<file path="src/rtl/mem_access_ctrl.sv">
// Load/store initiator for a word-addressed, negedge-sampled data memory.
// Sub-word stores use read-modify-write; sub-word loads are lane-extracted and extended.
module mem_access_ctrl #(
  parameter int unsigned MEM_BYTES = 65536
) (
  input  logic        clk,
  input  logic        rst,
  input  logic        req,
  input  logic        we,
  input  logic [1:0]  size,
  input  logic        uns,
  input  logic [31:0] addr,
  input  logic [31:0] wdata,
  output logic        ready,
  output logic        done,
  output logic        err,
  output logic [31:0] rdata,
  output logic [31:0] memAddress,
  output logic [31:0] memWriteData,
  output logic        memRead,
  output logic        memWrite,
  input  logic [31:0] memReadData
);

  typedef enum logic [2:0] {IDLE, RD, WR, RMW_RD, RMW_WR, DONE} state_t;

  state_t      state, state_n;
  logic [1:0]  size_q, size_n;
  logic        uns_q, uns_n;
  logic [1:0]  lane_q, lane_n;
  logic [15:0] wlo_q, wlo_n;
  logic        ready_n, done_n, err_n, rd_n, wr_n;
  logic [31:0] rdata_n, maddr_n, mwd_n;
  logic        bad;

  function automatic logic [31:0] load_ext(input logic [31:0] w, input logic [1:0] sz,
                                           input logic [1:0] ln, input logic u);
    logic [7:0]  b;
    logic [15:0] h;
    b = 8'(w >> {ln, 3'b000});
    h = ln[1] ? w[31:16] : w[15:0];
    case (sz)
      2'b00:   load_ext = {{24{b[7] & ~u}}, b};
      2'b01:   load_ext = {{16{h[15] & ~u}}, h};
      default: load_ext = w;
    endcase
  endfunction

  function automatic logic [31:0] merge(input logic [31:0] w, input logic [1:0] sz,
                                        input logic [1:0] ln, input logic [15:0] d);
    logic [31:0] m;
    m = w;
    if (sz == 2'b00)  m[{ln, 3'b000} +: 8] = d[7:0];
    else if (ln[1])   m[31:16] = d;
    else              m[15:0]  = d;
    merge = m;
  endfunction

  always_comb begin
    bad = (size == 2'b11) ||
          (size == 2'b01 && addr[0]) ||
          (size == 2'b10 && addr[1:0] != 2'b00) ||
          (addr >= MEM_BYTES);
  end

  // Every output is computed here as a next value and registered below.
  always_comb begin
    state_n = state;
    size_n  = size_q;
    uns_n   = uns_q;
    lane_n  = lane_q;
    wlo_n   = wlo_q;
    ready_n = 1'b0;
    done_n  = 1'b0;
    err_n   = 1'b0;
    rd_n    = 1'b0;
    wr_n    = 1'b0;
    rdata_n = rdata;
    maddr_n = memAddress;
    mwd_n   = memWriteData;
    case (state)
      IDLE: begin
        ready_n = 1'b1;
        if (req) begin
          ready_n = 1'b0;
          size_n  = size;
          uns_n   = uns;
          lane_n  = addr[1:0];
          wlo_n   = wdata[15:0];
          maddr_n = {addr[31:2], 2'b00};
          if (bad) begin
            state_n = DONE;
            done_n  = 1'b1;
            err_n   = 1'b1;
            rdata_n = '0;
          end else if (!we) begin
            state_n = RD;
            rd_n    = 1'b1;
          end else if (size == 2'b10) begin
            state_n = WR;
            wr_n    = 1'b1;
            mwd_n   = wdata;
          end else begin
            state_n = RMW_RD;
            rd_n    = 1'b1;
          end
        end
      end
      RD: begin
        rdata_n = load_ext(memReadData, size_q, lane_q, uns_q);
        done_n  = 1'b1;
        state_n = DONE;
      end
      WR: begin
        done_n  = 1'b1;
        state_n = DONE;
      end
      RMW_RD: begin
        mwd_n   = merge(memReadData, size_q, lane_q, wlo_q);
        wr_n    = 1'b1;
        state_n = RMW_WR;
      end
      RMW_WR: begin
        done_n  = 1'b1;
        state_n = DONE;
      end
      DONE: begin
        ready_n = 1'b1;
        state_n = IDLE;
      end
      default: begin
        ready_n = 1'b1;
        state_n = IDLE;
      end
    endcase
  end

  always_ff @(posedge clk or posedge rst) begin
    if (rst) begin
      state        <= IDLE;
      size_q       <= '0;
      uns_q        <= 1'b0;
      lane_q       <= '0;
      wlo_q        <= '0;
      ready        <= 1'b1;
      done         <= 1'b0;
      err          <= 1'b0;
      rdata        <= '0;
      memRead      <= 1'b0;
      memWrite     <= 1'b0;
      memAddress   <= '0;
      memWriteData <= '0;
    end else begin
      state        <= state_n;
      size_q       <= size_n;
      uns_q        <= uns_n;
      lane_q       <= lane_n;
      wlo_q        <= wlo_n;
      ready        <= ready_n;
      done         <= done_n;
      err          <= err_n;
      rdata        <= rdata_n;
      memRead      <= rd_n;
      memWrite     <= wr_n;
      memAddress   <= maddr_n;
      memWriteData <= mwd_n;
    end
  end

endmodule

</file>
<file path="config.mk">
export PLATFORM = sky130hd
export DESIGN_NAME = mem_access_ctrl
export DESIGN_NICKNAME = d
export VERILOG_FILES = /design/src/rtl/mem_access_ctrl.sv
export SDC_FILE = /design/constraint.sdc
export NUM_CORES = 1
export LEC_CHECK = 0
export ABC_CLOCK_PERIOD_IN_PS = 7300
export BUFFER_PORTS_ARGS = -buffer_cell sky130_fd_sc_hd__buf_2
export CAP_MARGIN = 10
export CELL_PAD_IN_SITES_DETAIL_PLACEMENT = 0
export CELL_PAD_IN_SITES_GLOBAL_PLACEMENT = 1
export CORE_UTILIZATION = 42
export DETAILED_ROUTE_END_ITERATION = 10
export MAX_ROUTING_LAYER = met4
export PLACE_DENSITY = 0.93
export SYNTH_ARGS = -nofsm -noshare
export SYNTH_HDL_FRONTEND = slang
export SYNTH_SLANG_ARGS = --single-unit
</file>
<file path="constraint.sdc">
create_clock -name clk -period 7.3 [get_ports clk]
set_clock_uncertainty 0.2 [all_clocks]
set_input_delay 0.73 -clock clk [delete_from_list [all_inputs] [get_ports clk]]
set_output_delay 0.73 -clock clk [all_outputs]
set_load 0.02 [all_outputs]
</file>
== Yosys cells after proc, flatten, opt, wreduce, memory -nomap -nowiden ==
Index checks and enable logic that the tools add are counted.

* Flip-flop bits (word level): 123
* Bits in latches: 0
* Memory bits (writable): 0
* Bits in read-only memories: 0
* Bits of input ports: 103
* Output and inout bits: 101
* Word-level logic and storage cells: 84
* Memories kept: 0

* $add $sub $neg: 1
* Multiply operators: 0
* Divide/modulo/power cells: 0
* Order comparisons: 1
* Eq/ne operators: 13
* Shift operators: 3
* Mux-type cells: 35
* Bitwise gates (word level): 3
* Reduce and logical (&&, ||, !) cells: 15

{| class="wikitable"
|+ Operators with widths
! cell !! number
|-
| two-way mux 32 bit || 7
|-
| case mux 32 bit (2 select lines) || 3
|-
| two-way mux 16 bit || 3
|-
| bitwise mux 32 bit || 1
|-
| greater-or-equal comparator 32 x 17 -> 1 bit (second input constant) || 1
|-
| variable shift 8 x 7 -> 32 bit (first input constant) || 1
|-
| indexed part select 8 x 7 -> 32 bit || 1
|-
| >> shifter 32 x 5 -> 8 bit || 1
|-
| two-way mux 1 bit || 14
|-
| != test 2 bit (second input constant) || 5
|-
| case mux 3 bit (3 select lines) || 1
|-
| negator 5 -> 7 bit || 1
|-
| equality test 3 x 2 -> 1 bit (second input constant) || 2
|-
| two-way mux 3 bit || 2
|-
| case mux 1 bit (2 select lines) || 3
|-
| nonzero test 2 bit || 3
|-
| AND reduction 5 bit || 1
|-
| equality test 2 x 1 -> 1 bit (second input constant) || 2
|-
| equality test 2 bit (second input constant) || 2
|-
| OR reduction 4 bit || 1
|-
| equality test 3 x 1 -> 1 bit (second input constant) || 1
|-
| equality test 3 bit (second input constant) || 1
|-
| logical NOT 3 bit || 1
|-
| logical OR 1 bit || 3
|-
| 8 further kinds || 10
|}

== Depth between registers and ports, before layout ==
Gate-level depths: netlist of the first run.

* Word-level depth: 8
* Gate-level depth with buffers: 9
* Mapped depth without buffers: 6

== Worst setup path before layout of the first run ==
Ideal clock, no wire load.

* Path type: reg-to-reg
* Start: reg lane_q[1]
* End: reg memWriteData[11]
* Setup time: 0.125 ns
* Arrival: 2.411 ns
* Data required time: 6.975 ns
* Path slack: 4.564 ns
* Cell stages (with the launch flop): 10
* Path buffers: 3
* Clock period less this slack: 2.736 ns
* Path through: dfrtp_1 buf_2 clkbuf_1 inv_1 ha_1 and4b_1 clkbuf_1 a221o_1 a22o_1 mux2_2

* Longest elaborated chain between the ends: 5
* Elaborated cells between the ends (all ways): 7
* Those cells by class: add/sub (1); shift (2); mux (4)

{| class="wikitable"
|+ RTL lines
! element !! RTL line !! source
|-
| start, declared || 30 || <nowiki>logic [1:0] lane_q, lane_n;</nowiki>
|-
| start signal, assigned || 157 || <nowiki>lane_q <= lane_n;</nowiki>
|-
| negator 5 -> 7 bit || 53 || <nowiki>if (sz == 2'b00) m[{ln, 3'b000} +: 8] = d[7:0];</nowiki>
|-
| indexed part select 8 x 7 -> 32 bit or variable shift 8 x 7 -> 32 bit (tied branches) || 53 ||
|-
| bitwise mux 32 bit || 53 ||
|-
| two-way mux 32 bit (*) || 53 ||
|-
| case mux 32 bit (2 select lines) (*) || 81 || <nowiki>case (state)</nowiki>
|-
| end signal, assigned || 166 || <nowiki>memWriteData <= mwd_n;</nowiki>
|-
| end, declared || 19 || <nowiki>output logic [31:0] memWriteData,</nowiki>
|}

Mark *: on every way between the ends. The rest lies on a longest branch, timed or not.
A chain may end at the register's enable or synchronous reset.

== Worst setup path after layout of the first run ==
* Start: reg state[0]
* End: reg memWriteData[23]

* Longest elaborated chain between the ends: 3
* Elaborated cells between the ends (all ways): 9
* Those cells by class: eq/ne (5); mux (1); reduce/logical (3)

{| class="wikitable"
|+ RTL lines
! element !! RTL line !! source
|-
| start, declared || 27 || <nowiki>state_t state, state_n;</nowiki>
|-
| start signal, assigned || 154 || <nowiki>state <= state_n;</nowiki>
|-
| equality test 3 x 2 -> 1 bit or logical NOT 3 bit (tied branches) || 81 ||
|-
| nonzero test 2 bit (no line) or != test 2 bit (tied branches) || -- ||
|-
| AND reduction 5 bit (no line) || -- ||
|}

Several ways; a longest one is shown, not always the timed one.

==> impl_results.md, run 1 <==
* Status: completed
* Leakage Power at 0.00424 uW
* CP Capture Type: register
* GRT overflow at 0
* Clk pin slew, worst setup/hold paths at 60 ps
* Worst path slowest cell: buf_4
* CP Depth at 6
* Die Ht at 128 um
* DRC violations left at 0
* WP data required at 7400 ps
* PortBufs at 201
* Synth Area per Inst at 9.72 um2
* Longest Clk Path Bufs at 2
* Pin count of the biggest net entering global routing at 67
* Site Rows at 45
* Synth Instances at 681
* P per Cell Area at 433 nW/um2
* Die area at 16300 um2
* Synth Flop Type: dfrtp_1
* Routed vias at 6092
* Final period util at 0.397
* H-tree Lvls at 4
* Crit Path Max Fanout at 58
* Number of enable flip-flop cells after synthesis at 0
* Worst IR drop on VDD at 0.204 mV
* Final min period at 2890 ps
* Vias in the first global route at 5626
* Root buf cell: clkbuf_16
* Fmax at 345 MHz
* Initial core utilization at 0.432
* Critical path class: reg -> reg
* Crit-path leading delay family: buffers and inverters
* Drt pass-1 iters at 5
* Core Area at 15300 um2
* Asr flop ratio synth at 1.00
* Crit path cell chain: nor4b_4 -> buf_4 -> a21boi_1 -> a211oi_4 -> buf_4 -> mux2_2
* Initial antenna violation count at 6
* Final core utilization at 0.543
* GRT Util Overall at 0.261
* Hold WC Path Type: in -> async
* RePlAce Congestion at 0.868
* Post-DP HPWL at 14.1 mm
* Initial DRC Count at 602
* Final Max Slew Viols at 0
* Nets at 965
* Mapped Area at 6620 um2
* Number of CTS-inserted buffers at 17
* Distinct cells, synth at 52
* Worst setup path endpoint: memWriteData[23]
* Post-CTS Setup Repair Bufs at 0
* R2R cell count at 6
* Total power at 3600 uW
* Final Hold Fails at 0
* Drt via density at 5.61
* Worst slew margin at 0.250
* First-pass GRT wire length at 30.9 mm
* IO Pins at 204
* Avg WL per Cell at 18.7 um
* Total negative slack at 0 ps
* Routed WL at 20.3 mm
* Post-CTS Hold Fix Bufs at 0
* Psw at 1500 uW
* Clk_lat worst skew at 420 ps
* Register area share after synthesis at 0.465
* Unrepaired setup endpoints after global routing: false
* Number of warnings issued by yosys at 0
* Max Cap Viol at 0
* Post_cts resized at 0
* Combinational Power Share at 0.440
* Reg2reg start: state[0]
* Critical path startpoint: state[0]
* WP buf/inv at 2
* Die width at 128 um
* Worst-Margin Slew at 1120 ps
* Worst path max stage delay at 550 ps
* CTS tree: done
* Data arrival time of the worst path at 2990 ps
* Switch share at 0.417
* Pint at 2100 uW
* Share of power burned in registers at 0.329
* R2r endpoint: memWriteData[23]
* Routed Antenna Nets at 0
* Reg2reg setup slack at 4410 ps
* Clock network power share at 0.230
* Crit-path most repeated cell: buf_4
* Clock sink total at 123
* Layout cell share with drive strength beyond 1 at 0.328
* Area grow syn2layout at 25.5%
* Setup violators final at 0
* Startpoint types: register
* #FFs+latches synth at 123
[final cells by class]
type / count / area [um2]
repair buffers: 212 / 1090
clock inverters: 6 / 87.6
well taps: 211 / 264
inverters: 20 / 77.6
flip-flops and latches: 123 / 3080
clock buffers: 24 / 492
multi-input cells: 483 / 3200
fillers: 1461 / 7000
diodes: 7 / 17.5
[registers in the layout, indices dropped and copies added, names as in the netlist]
name,cells
memWriteData,32
rdata,32
memAddress,30
wlo_q,16
state,3
lane_q,2
size_q,2
done,1
err,1
memRead,1
memWrite,1
ready,1
uns_q,1
[Yosys cell counts, types with 3 or more instances]
cell type | n | area, um2
nand2_1 | 193 | 724
dfrtp_1 | 122 | 3050
mux2i_1 | 44 | 440
a21oi_1 | 42 | 210
mux2_2 | 34 | 383
a22o_1 | 32 | 280
clkbuf_1 | 32 | 120
a221o_1 | 30 | 300
inv_1 | 20 | 75.1
o211ai_1 | 17 | 128
buf_2 | 15 | 75.1
a32o_1 | 10 | 100
o21ai_0 | 9 | 45.0
o221ai_1 | 8 | 70.1
o22ai_1 | 7 | 43.8
a22oi_1 | 5 | 37.5
ha_1 | 5 | 62.6
nor4_1 | 5 | 31.3
buf_6 | 4 | 45.0
nor2_1 | 4 | 15.0
buf_1 | 3 | 11.3
nand2b_1 | 3 | 18.8
nor4bb_1 | 3 | 30.0
[layer usage]
layer / part of all wire / GRT usage / up-vias
li1: - / - / 2822
met1: 0.43 / 0.332 / 2934
met2: 0.46 / 0.398 / 304
met3: 0.087 / 0.0787 / 32
met4: 0.021 / 0.0854 / 0
met5: 0 / - / -
[how the worst min path moves through the flow]
stage / from / end / slack [ps] / cells past startpoint
global route: memAddress[26] / memAddress[26] / 280 / 2
CTS: rst / memAddress[15] / 260 / 2
detailed placement: memAddress[8] / memAddress[8] / 260 / 2
finish: rst / memAddress[20] / 230 / 2
floorplan: wlo_q[10] / wlo_q[10] / 270 / 2
global placement: memAddress[25] / memAddress[25] / 250 / 2
[cell families after synthesis]
| kind of cell | synth area share |
|---|---|
| DFF | 0.465 |
| muxes | 0.124 |
| other | 0.000566 |
| AOI/OAI and AO/OA | 0.202 |
| adders and majority gates | 0.0110 |
| buffers and inverters | 0.0516 |
| and+or+nand+nor | 0.146 |
[power by group through the flow]
stage	sequential (uW)	combinational [uW]	clock, uW
after floorplan	1380	907	0
after global placement	1180	1560	0
after global routing	1220	1720	876
final	1180	1590	829
after CTS	1180	1590	841
after detailed placement	1180	1580	0
[cell usage in the layout, fill, tap and decap left out, drive strengths merged, types with 2 or more instances in the layout]
| cell | n |
|---|---|
| nand2 | 193 |
| clkbuf | 24 |
| ha | 5 |
| buf | 212 |
| and3b | 2 |
| dfrtp | 122 |
| nor3 | 3 |
| a221oi | 2 |
| a21oi | 42 |
| nor4bb | 3 |
| clkinvlp | 3 |
| a32o | 10 |
| a22oi | 5 |
| diode | 7 |
| o221ai | 8 |
| nor4 | 5 |
| nand3b | 2 |
| a22o | 32 |
| a21boi | 2 |
| inv | 20 |
| o22ai | 7 |
| nor2 | 5 |
| o21ai | 9 |
| bufinv | 2 |
| conb | 2 |
| o211ai | 17 |
| a221o | 30 |
| mux2 | 34 |
| nand2b | 3 |
| mux2i | 44 |
[per-stage QoR]
stage	worst slack, ps	instances	hold slack [ps]	area [um2]
after floorplan	3100	682	267	6630
after global placement	4160	1049	253	7710
after detailed placement	4100	1049	257	7710
after CTS	4400	1079	258	8290
after global routing	4230	1085	285	8310
final	4410	1086	233	8310
No activity file was read; power rests on OpenSTA's default activity.
==> run 2, diff against run 1 <==
- ABC_CLOCK_PERIOD_IN_PS: 7300 -> 2960
- CORE_UTILIZATION: 42 -> 39
- PLACE_DENSITY: 0.93 -> 0.88
- clock period: 7.3 -> 2.96 ns (I/O delays scaled with it)
==> run 2 against run 1 <==
Compared with the run above:
- hold slack got worse by 220 ps
- routed wire length increased by 6.1%
- non-clock buffer count grew 67
- sequential power grew 150%
- register-to-register slack got worse by 3900 ps
- largest power group unchanged
==> impl_results.md, run 2 (same netlist as run 1, synthesis figures left out) <==
* Status: completed
* GRT Util Overall at 0.258 (-0.00320)
* Avg WL per Cell at 18.5 um (-0.78%)
* Hold WC Path Type: in -> reg
* Final min period at 2660 ps
* WP data required at 3080 ps (-4320 ps)
* Leakage Power at 0.00456 uW (+7.5%)
* Longest Clk Path Bufs at 2 (unchanged)
* Number of CTS-inserted buffers at 17 (unchanged)
* Initial DRC Count at 564 (-6.3%)
* Drt via density at 5.42 (-3.5%)
* IO Pins at 204 (unchanged)
* Most frequent cells in the layout: buf_2 (201), nand2_1 (193), dfrtp_1 (121), dlygate4sd3_1 (58), mux2i_1 (44)
* Multi-input gate area at 3200 um2 (unchanged)
* Vias in the first global route at 6088 (+8.2%)
* R2r endpoint: memWriteData[18]
* Cell area after layout at 9020 um2 (+8.5%)
* Top Registers: memWriteData: 32 flops, rdata: 32 flops, memAddress: 30 flops
* Critical path class: in -> reg
* M3 GR Usage at 0.0727 (-0.00606)
* H-tree Lvls at 4 (unchanged)
* Routed WL at 21.5 mm (+6.1%)
* Routed Antenna Nets at 0 (unchanged)
* Worst slew margin at 0.346 (+0.0957)
* Register area at 3080 um2 (unchanged)
* Clk_lat worst skew at 420 ps (about the same)
* Reg2reg setup slack at 490 ps (-3920 ps)
* Startpoint types: primary input
* Worst hold endpoint: rdata[25]
* Post-DP HPWL at 15.0 mm (+6.5%)
* Final Max Slew Viols at 0 (unchanged)
* CP Capture Type: register
* Worst IR drop on VDD at 0.559 mV (+170%)
* Site Rows at 47 (+4.4%)
* Final period util at 0.900
* Hold-critical path depth at 3
* Drt pass-1 iters at 6 (+1)
* Die area at 17500 um2 (+7.6%)
* Total negative slack at 0 ps (unchanged)
* DRC violations left at 0 (unchanged)
* RePlAce Congestion at 0.893 (+2.9%)
* CTS tree: done
* Routed vias at 6287 (+3.2%)
* Global-route met1 utilization at 0.321 (-0.0112)
* R2R cell count at 7 (+1)
* Worst-Margin Slew at 979 ps (-146 ps)
* GRT overflow at 0 (unchanged)
* M2 GR Usage at 0.409 (+0.0103)
* Area grow syn2layout at 36.2%
* PortBufs at 201 (unchanged)
* Pin count of the biggest net entering global routing at 65 (-3.0%)
* Root buf cell: clkbuf_16
* Fmax at 376 MHz
* Die Ht at 132 um (+3.7%)
* Clk pin slew, worst setup/hold paths at 50 ps (about the same)
* P per Cell Area at 1010 nW/um2 (+130%)
* Commonest non-fill, non-tap cell in the layout: buf_2
* Max Cap Viol at 0 (unchanged)
* Top Usage Layer GRT: met2
* Setup violators final at 0 (unchanged)
* Core Area at 16600 um2 (+8.3%)
* # fillers at 1532 (+4.9%)
* Layout cell share with drive strength beyond 1 at 0.316 (-0.0124)
* Clock sink total at 123 (unchanged)
* Crit Path Max Fanout at 22 (-62%)
* First-pass GRT wire length at 33.7 mm (+8.9%)
* Initial antenna violation count at 4 (-2)
* Data arrival time of the worst path at 2780 ps (-210 ps)
* Initial core utilization at 0.399 (-0.0331)
* Worst hold start: memReadData[25]
* Final Hold Fails at 0 (unchanged)
* Die width at 132 um (+3.7%)
* Unrepaired setup endpoints after global routing: false
* Reg2reg start: lane_q[0]
* Placed Area at 7850 um2 (+1.7%)
* Nets at 1032 (+6.9%)
run 2: cell types whose count changed in the layout (fill, tap and decap cells not counted):
cell / previous run / this run
dlygate4sd3_1: 0 / 58
clkinv_2: 1 / 6
inv_4: 1 / 0
clkinvlp_4: 3 / 1
diode_2: 7 / 4
buf_4: 11 / 16
buf_12: 0 / 4
run 2: per-stage QoR:
step                instances  hold slack [ps]  utilization  setup slack, ps  power, uW
finish                   1161             14.8        0.544              297       9090
detailed placement       1067              256        0.473              447       6940
global route             1161             5.49        0.544             34.3       9620
CTS                      1157            0.698        0.543              272       9090
floorplan                 682              171            -              224       5650
global placement         1067              253        0.473              518       6860
run 2: cell type report:
type	count	area share
diodes	4	0.00111
clock buffers	24	0.0545
clock inverters	8	0.00999
inverters	20	0.00874
multi-input cells	483	0.355
flip-flops and latches	123	0.342
well taps	220	0.0305
repair buffers	279	0.198
run 2: worst max-delay path, stage by stage:
cell           delay [ps]
dlygate4sd3_1         530
buf_2                 130
nor4_1                360
nand4_1               330
o21ai_0               400
inv_1                 420
o211ai_1              310
run 2: worst max-delay path by stage:
stage,from,end,slack (ps),cells past startpoint
final,addr[18],rdata[18],300,7
after global routing,addr[18],rdata[18],30,7
after CTS,addr[18],rdata[18],270,7
after detailed placement,addr[18],rdata[18],450,6
after global placement,lane_q[0],memWriteData[18],520,7
after floorplan,lane_q[1],memWriteData[11],220,9
run 2: repair_timing:
item,4_1_cts,5_1_grt
resized for setup,0,0
hold buffers,58,0
endpoints found under the hold margin,98,0
setup buffers,0,0
run 2: power by group:
group | total (uW) | leakage, uW | internal, uW | switching [uW]
clock | 2060 | 0.000294 | 1320 | 743
sequential | 2900 | 0.00157 | 2360 | 533
combinational | 4130 | 0.00269 | 1630 | 2510
run 2: metal layers:
metal,vias up,share of wire,wire length [um]
met2,305,0.47,10200
met1,3001,0.43,9220
li1,2948,-,-
met3,33,0.080,1710
met5,-,0,0
met4,0,0.021,443
